`src/rtl/btn_pkg.sv`:
```
// Shared types, timing defaults and width helpers for the push-button conditioner.
package btn_pkg;

  typedef enum logic [1:0] {
    IDLE   = 2'd0,
    HELD   = 2'd1,
    REPEAT = 2'd2
  } ch_state_e;

  localparam int DEF_DB_CYCLES     = 16;
  localparam int DEF_REPEAT_DELAY  = 1000;
  localparam int DEF_REPEAT_PERIOD = 200;

  // Ceiling log2 with a floor of one bit, so every counter has at least one flop.
  function automatic int btn_clog2(input int value);
    int w;
    w = 1;
    while ((1 << w) < value) w++;
    return w;
  endfunction

  function automatic int btn_max(input int a, input int b);
    return (a > b) ? a : b;
  endfunction

endpackage

```
`src/rtl/btn_channel.sv`:
```
// One button channel: 2-flop synchroniser, debounce counter, press/release FSM.
// Optional hold auto-repeat is compiled in with BTN_AUTOREPEAT_EN.
module btn_channel
  import btn_pkg::*;
#(
  parameter int DB_CYCLES     = DEF_DB_CYCLES,
  parameter int REPEAT_DELAY  = DEF_REPEAT_DELAY,
  parameter int REPEAT_PERIOD = DEF_REPEAT_PERIOD
) (
  input  logic clk,
  input  logic rst,
  input  logic btn,
  output logic btn_level,
  output logic btn_trig,
  output logic btn_rel,
  output logic btn_repeat
);

  localparam int CNT_W = btn_clog2(DB_CYCLES + 1);
  localparam logic [CNT_W-1:0] CNT_LAST = CNT_W'(DB_CYCLES - 1);

  logic             s1_q;
  logic             s2_q;
  logic [CNT_W-1:0] cnt_q;
  logic [CNT_W-1:0] cnt_d;
  logic             level_q;
  logic             level_d;
  logic             trig_q;
  logic             trig_d;
  logic             rel_q;
  logic             rel_d;
  logic             press_acc;
  logic             rel_acc;
  ch_state_e        state_q;
  ch_state_e        state_d;

  // The counter only advances while the synchronised input disagrees with the
  // accepted level, and the level flips on its last count, so it never wraps.
  always_comb begin
    cnt_d     = '0;
    level_d   = level_q;
    press_acc = 1'b0;
    rel_acc   = 1'b0;
    if (s2_q != level_q) begin
      if (cnt_q == CNT_LAST) begin
        level_d   = s2_q;
        press_acc = s2_q;
        rel_acc   = ~s2_q;
      end else begin
        cnt_d = cnt_q + 1'b1;
      end
    end
  end

`ifdef BTN_AUTOREPEAT_EN
  localparam int HOLD_W = btn_clog2(btn_max(REPEAT_DELAY, REPEAT_PERIOD) + 1);
  localparam logic [HOLD_W-1:0] DELAY_LAST  = HOLD_W'(REPEAT_DELAY - 1);
  localparam logic [HOLD_W-1:0] PERIOD_LAST = HOLD_W'(REPEAT_PERIOD - 1);

  logic [HOLD_W-1:0] hold_q;
  logic [HOLD_W-1:0] hold_d;
  logic              rpt_q;
  logic              rpt_d;

  // A release always wins over a repeat that falls due on the same edge.
  always_comb begin
    state_d = state_q;
    hold_d  = hold_q;
    trig_d  = 1'b0;
    rpt_d   = 1'b0;
    rel_d   = rel_acc;
    case (state_q)
      IDLE: begin
        hold_d = '0;
        if (press_acc) begin
          state_d = HELD;
          trig_d  = 1'b1;
        end
      end
      HELD: begin
        if (rel_acc) begin
          state_d = IDLE;
          hold_d  = '0;
        end else if (hold_q == DELAY_LAST) begin
          state_d = REPEAT;
          trig_d  = 1'b1;
          rpt_d   = 1'b1;
          hold_d  = '0;
        end else begin
          hold_d = hold_q + 1'b1;
        end
      end
      REPEAT: begin
        if (rel_acc) begin
          state_d = IDLE;
          hold_d  = '0;
        end else if (hold_q == PERIOD_LAST) begin
          trig_d = 1'b1;
          rpt_d  = 1'b1;
          hold_d = '0;
        end else begin
          hold_d = hold_q + 1'b1;
        end
      end
      default: begin
        state_d = IDLE;
        hold_d  = '0;
      end
    endcase
  end

  assign btn_repeat = rpt_q;
`else
  always_comb begin
    state_d = state_q;
    trig_d  = 1'b0;
    rel_d   = rel_acc;
    case (state_q)
      IDLE: begin
        if (press_acc) begin
          state_d = HELD;
          trig_d  = 1'b1;
        end
      end
      HELD: begin
        if (rel_acc) state_d = IDLE;
      end
      default: state_d = IDLE;
    endcase
  end

  assign btn_repeat = 1'b0;
`endif

  always_ff @(posedge clk) begin
    if (rst) begin
      s1_q    <= 1'b0;
      s2_q    <= 1'b0;
      cnt_q   <= '0;
      level_q <= 1'b0;
      trig_q  <= 1'b0;
      rel_q   <= 1'b0;
      state_q <= IDLE;
`ifdef BTN_AUTOREPEAT_EN
      hold_q  <= '0;
      rpt_q   <= 1'b0;
`endif
    end else begin
      s1_q    <= btn;
      s2_q    <= s1_q;
      cnt_q   <= cnt_d;
      level_q <= level_d;
      trig_q  <= trig_d;
      rel_q   <= rel_d;
      state_q <= state_d;
`ifdef BTN_AUTOREPEAT_EN
      hold_q  <= hold_d;
      rpt_q   <= rpt_d;
`endif
    end
  end

  assign btn_level = level_q;
  assign btn_trig  = trig_q;
  assign btn_rel   = rel_q;

endmodule

```
`src/rtl/btn_conditioner.sv`:
```
// Multi-channel push-button front end; each bit is an independent btn_channel.
// Hold auto-repeat is enabled by defining BTN_AUTOREPEAT_EN.
module btn_conditioner
  import btn_pkg::*;
#(
  parameter int WIDTH         = 1,
  parameter int DB_CYCLES     = DEF_DB_CYCLES,
  parameter int REPEAT_DELAY  = DEF_REPEAT_DELAY,
  parameter int REPEAT_PERIOD = DEF_REPEAT_PERIOD
) (
  input  logic             clk,
  input  logic             rst,
  input  logic [WIDTH-1:0] btn,
  output logic [WIDTH-1:0] btn_level,
  output logic [WIDTH-1:0] btn_trig,
  output logic [WIDTH-1:0] btn_rel,
  output logic [WIDTH-1:0] btn_repeat
);

  for (genvar i = 0; i < WIDTH; i++) begin : g_ch
    btn_channel #(
      .DB_CYCLES     (DB_CYCLES),
      .REPEAT_DELAY  (REPEAT_DELAY),
      .REPEAT_PERIOD (REPEAT_PERIOD)
    ) u_channel (
      .clk        (clk),
      .rst        (rst),
      .btn        (btn[i]),
      .btn_level  (btn_level[i]),
      .btn_trig   (btn_trig[i]),
      .btn_rel    (btn_rel[i]),
      .btn_repeat (btn_repeat[i])
    );
  end

endmodule

```
`config.mk`:
```
export PLATFORM = sky130hd
export DESIGN_NAME = btn_conditioner
export DESIGN_NICKNAME = d
export VERILOG_FILES = /design/src/rtl/btn_pkg.sv /design/src/rtl/btn_channel.sv /design/src/rtl/btn_conditioner.sv
export SDC_FILE = /design/constraint.sdc
export NUM_CORES = 1
export LEC_CHECK = 0
export CAP_MARGIN = 20
export CORE_AREA = 2 2 39 41
export DETAILED_ROUTE_END_ITERATION = 10
export DIE_AREA = 0 0 41 43
export SLEW_MARGIN = 10
export SYNTH_ARGS = -nofsm -noshare
export SYNTH_HDL_FRONTEND = slang
export SYNTH_SLANG_ARGS = --single-unit
```
`constraint.sdc`:
```
create_clock -name clk -period 1.5 [get_ports clk]
set_clock_uncertainty 0.1 [all_clocks]
set_input_delay 0.3 -clock clk [delete_from_list [all_inputs] [get_ports clk]]
set_output_delay 0.3 -clock clk [all_outputs]
set_load 0.1 [all_outputs]
```
==> results_dict.tcl <==
set metrics [dict create \
    path_clk_slew_ns 0.07 \
    worstPathArrival_ns 1.61 \
    ff2ff_setup_slack_ns -0.002 \
    gp_congestion 0.653 \
    syn_area_per_cell_um2 10.5 \
    grtUsageTotal_pct 9.48 \
    slowest_delay_ns 0.41 \
    floorplan.initialDensity_pct 29.5 \
    switching_share_pct 22.4 \
    end_kind "flip-flop" \
    yosysSeqAreaShare_pct 54.0 \
    finalNonFillerCells 69 \
    ir_drop_v 0.000395 \
    violations "negative setup slack" \
    rr_startpoint "g_ch[0].u_channel.cnt_q[0]" \
    core-area_um2 1380 \
    grt_pass1_wl_mm 1.02 \
    portBuffers 5 \
    worstPathRequired_ns 1.61 \
    die_h_um 43 \
    dr.pass1.iters 4 \
    worstSkewPairLatency_ns 0.27 \
    cts_tree "done" \
    rows 14 \
    yosysMostFrequentCell "dfxtp_1" \
    seq_power_share_pct 56.3 \
    dpl-instance-area_um2 559 \
    cp_cell_sequence "ha_4, and3_4, ha_4, or3_4, nor2_1" \
    worstSetupPathType "flip-flop to flip-flop" \
    grt_start_max_net_pins 7 \
    ant_nets 0 \
    synth_largest_area_cell "dfxtp_1" \
    hpwlAfterDp_um 434 \
    cp.depth 5 \
    drc 0 \
    clkSinkCount 11 \
    p_int_w 0.000416 \
    worstHoldEndpoint "g_ch[0].u_channel.s2_q" \
    synth_flop_cell "dfxtp_1" \
    syn_to_final_growth_pct 51.5 \
    grt_pass1_vias 251 \
    nNetsFinal 59 \
    final.setup.worst_slack_ns -0.00246 \
    hold_path_class "flip-flop to flip-flop" \
    ys_types 18 \
    cts_buffer_depth 2 \
    cp_common_cell "ha_4" \
    synth_seq_cells 11 \
    crit_family "simple AND/OR/NAND/NOR gates" \
    min_path_cells 1 \
    crit_path_top_delay_cell "or3_4" \
    cts_root_buffer "clkbuf_4" \
    power.share.clock_pct 37.2 \
    die_w_um 41 \
    drt-vias-per-instance 4.39 \
    synthTopCellsByArea "dfxtp_1 54%, nor2_1 7.4%, ha_1 6.1%, xnor2_1 4.3%, and4bb_2 3.1%" \
    final_layout_size_suffix_gt1_share_pct 43.4 \
    grt.overflow.total 0 \
    timing.final.crit_share_pct 100 \
    p_leak_nw 0.234 \
    antenna_cells 0 \
    synth_top_cell_area_share_pct 54.0 \
    async_flop_share_pct 0 \
    pre_cts_ws_ns -0.00964 \
    cp_num_buf_inv 0 \
    vias 303 \
    period_minus_slack_ns 1.50 \
    p_per_area_nw_per_um2 868 \
    p_sw_w 0.000120 \
    drt_iter0_drc 6 \
    synth_nets 44 \
    ios 7 \
    cts-hold-fix-buffers 0 \
    wl_per_cell_um 8.97 \
    netlist_top_cells_count "11 x dfxtp_1, 8 x nor2_1" \
    status "finished, violations left" \
    fin_area_um2 618 \
    die_area_um2 1760 \
    cp_max_fo 5 \
    timing.fmax_mhz 666 \
    min_from "g_ch[0].u_channel.s1_q" \
    rsz0062_at_grt "true" \
    cts_inserted_buffers 3 \
    antenna_found_initial 0 \
    drv_slew 0 \
    place_inst 64 \
    drv_cap 0 \
    ys_warn_count 0 \
    utilization_pct 44.7 \
    ff2ff_path_depth 5 \
    synth_edf_count 0 \
    syn_inst 39 \
    setup_viol 1 \
    wl_um 619 \
    startpoint_type "flip-flop" \
    n_fill_cell 130 \
    synth.cell_area_um2 408 \
    combPwrFrac_pct 6.5 \
    worstReg2RegEnd "g_ch[0].u_channel.cnt_q[0]" \
    htree_levels 1 \
    finalHoldViolCount 0 \
]
[worst reg2reg max path, delay by kind of cell (launching register included)]
family	cells	cell delay [ns]
AND/OR/NAND/NOR	3	0.69
adder cells (fa/ha/maj)	2	0.31
flip-flops	1	0.34
[cell type report]
type                            count  area [um^2]  area share, %
Clock buffer                        4         26.3           4.25
Inverter                            2         7.51           1.21
Multi-Input combinational cell     25          215           34.8
Sequential cell                    11          224           36.2
Tap cell                           16         20.0           3.24
Timing Repair Buffer               11          125           20.2
[per-layer routing]
| layer | GRT usage [%] | share of wire, % | vias up |
|---|---|---|---|
| met2 | 9.38 | 41 | 10 |
| li1 | - | - | 154 |
| met3 | 4.71 | 6.0 | 4 |
| met4 | 12.0 | 2.7 | 0 |
| met1 | 12.1 | 50 | 135 |
| met5 | 0 | 0 | - |
[power groups by stage]
stage / Sequential [W] / Combinational [W] / Clock, W
finish: 0.000302 / 0.0000350 / 0.000199
global route: 0.000303 / 0.0000380 / 0.000229
CTS: 0.000301 / 0.0000343 / 0.000210
detailed placement: 0.000308 / 0.0000341 / 0
global placement: 0.000308 / 0.0000339 / 0
floorplan: 0.000308 / 0.0000244 / 0
[worst max path at each step]
stage	from	endpoint	slack, ns
4_1_cts	g_ch[0].u_channel.cnt_q[0]	g_ch[0].u_channel.cnt_q[0]	-0.005
2_1_floorplan	g_ch[0].u_channel.cnt_q[0]	g_ch[0].u_channel.cnt_q[2]	0.02
5_1_grt	g_ch[0].u_channel.cnt_q[0]	g_ch[0].u_channel.cnt_q[0]	-0.05
6_report	g_ch[0].u_channel.cnt_q[0]	g_ch[0].u_channel.cnt_q[0]	-0.002
3_5_place_dp	g_ch[0].u_channel.cnt_q[0]	g_ch[0].u_channel.cnt_q[2]	-0.01
3_3_place_gp	g_ch[0].u_channel.cnt_q[0]	g_ch[0].u_channel.cnt_q[3]	-0.001
[what timing repair did]
action / CTS / global route
pin swaps: 3 / 1
buffers inserted: 0 / 1
endpoints found under the setup margin: 5 / 5
gates resized for setup: 0 / 7
[registers in the layout (all words and copies together), names as in the netlist]
signal,cells
g_ch.u_channel.btn_trig,1
g_ch.u_channel.cnt_q,5
g_ch.u_channel.state_q,1
g_ch.u_channel.btn_level,1
g_ch.u_channel.s1_q,1
g_ch.u_channel.s2_q,1
g_ch.u_channel.btn_rel,1
[stage by stage]
stage | power, W | hold WS (ns) | setup TNS, ns
CTS | 0.000546 | 0.345 | -0.00502
floorplan | 0.000332 | 0.265 | 0
global route | 0.000569 | 0.353 | -0.206
finish | 0.000536 | 0.342 | -0.00246
detailed placement | 0.000342 | 0.329 | -0.0193
global placement | 0.000342 | 0.320 | -0.00130
[cell families after synthesis]
logic type / count (synthesis) / synth area share [%]
flip-flops: 11 / 54.0
adder cells (fa/ha/maj): 2 / 6.13
AO/OA/AOI/OAI: 2 / 3.37
other: 1 / 0.919
XOR/XNOR: 3 / 6.44
multiplexers: 1 / 2.45
buffers and inverters: 3 / 3.68
AND/OR/NAND/NOR: 16 / 23.0
[placed cells by master (no fill, tap or decap)]
master	n
or3_4	1
ha_4	2
and3_4	1
xor2_1	1
nor2_1	5
buf_12	3
clkbuf_4	3
nor2_4	1
buf_4	6
clkbuf_1	1
and4b_1	1
clkdlybuf4s50_1	2
mux2i_1	1
a2bb2oi_1	1
xnor2_1	2
dfxtp_1	8
nand2b_1	1
nand3_1	1
conb_1	1
a21oi_1	1
and4bb_2	1
nor2b_1	2
nor2_2	2
dfxtp_2	3
inv_1	2
(Power assumes the default switching activity.)
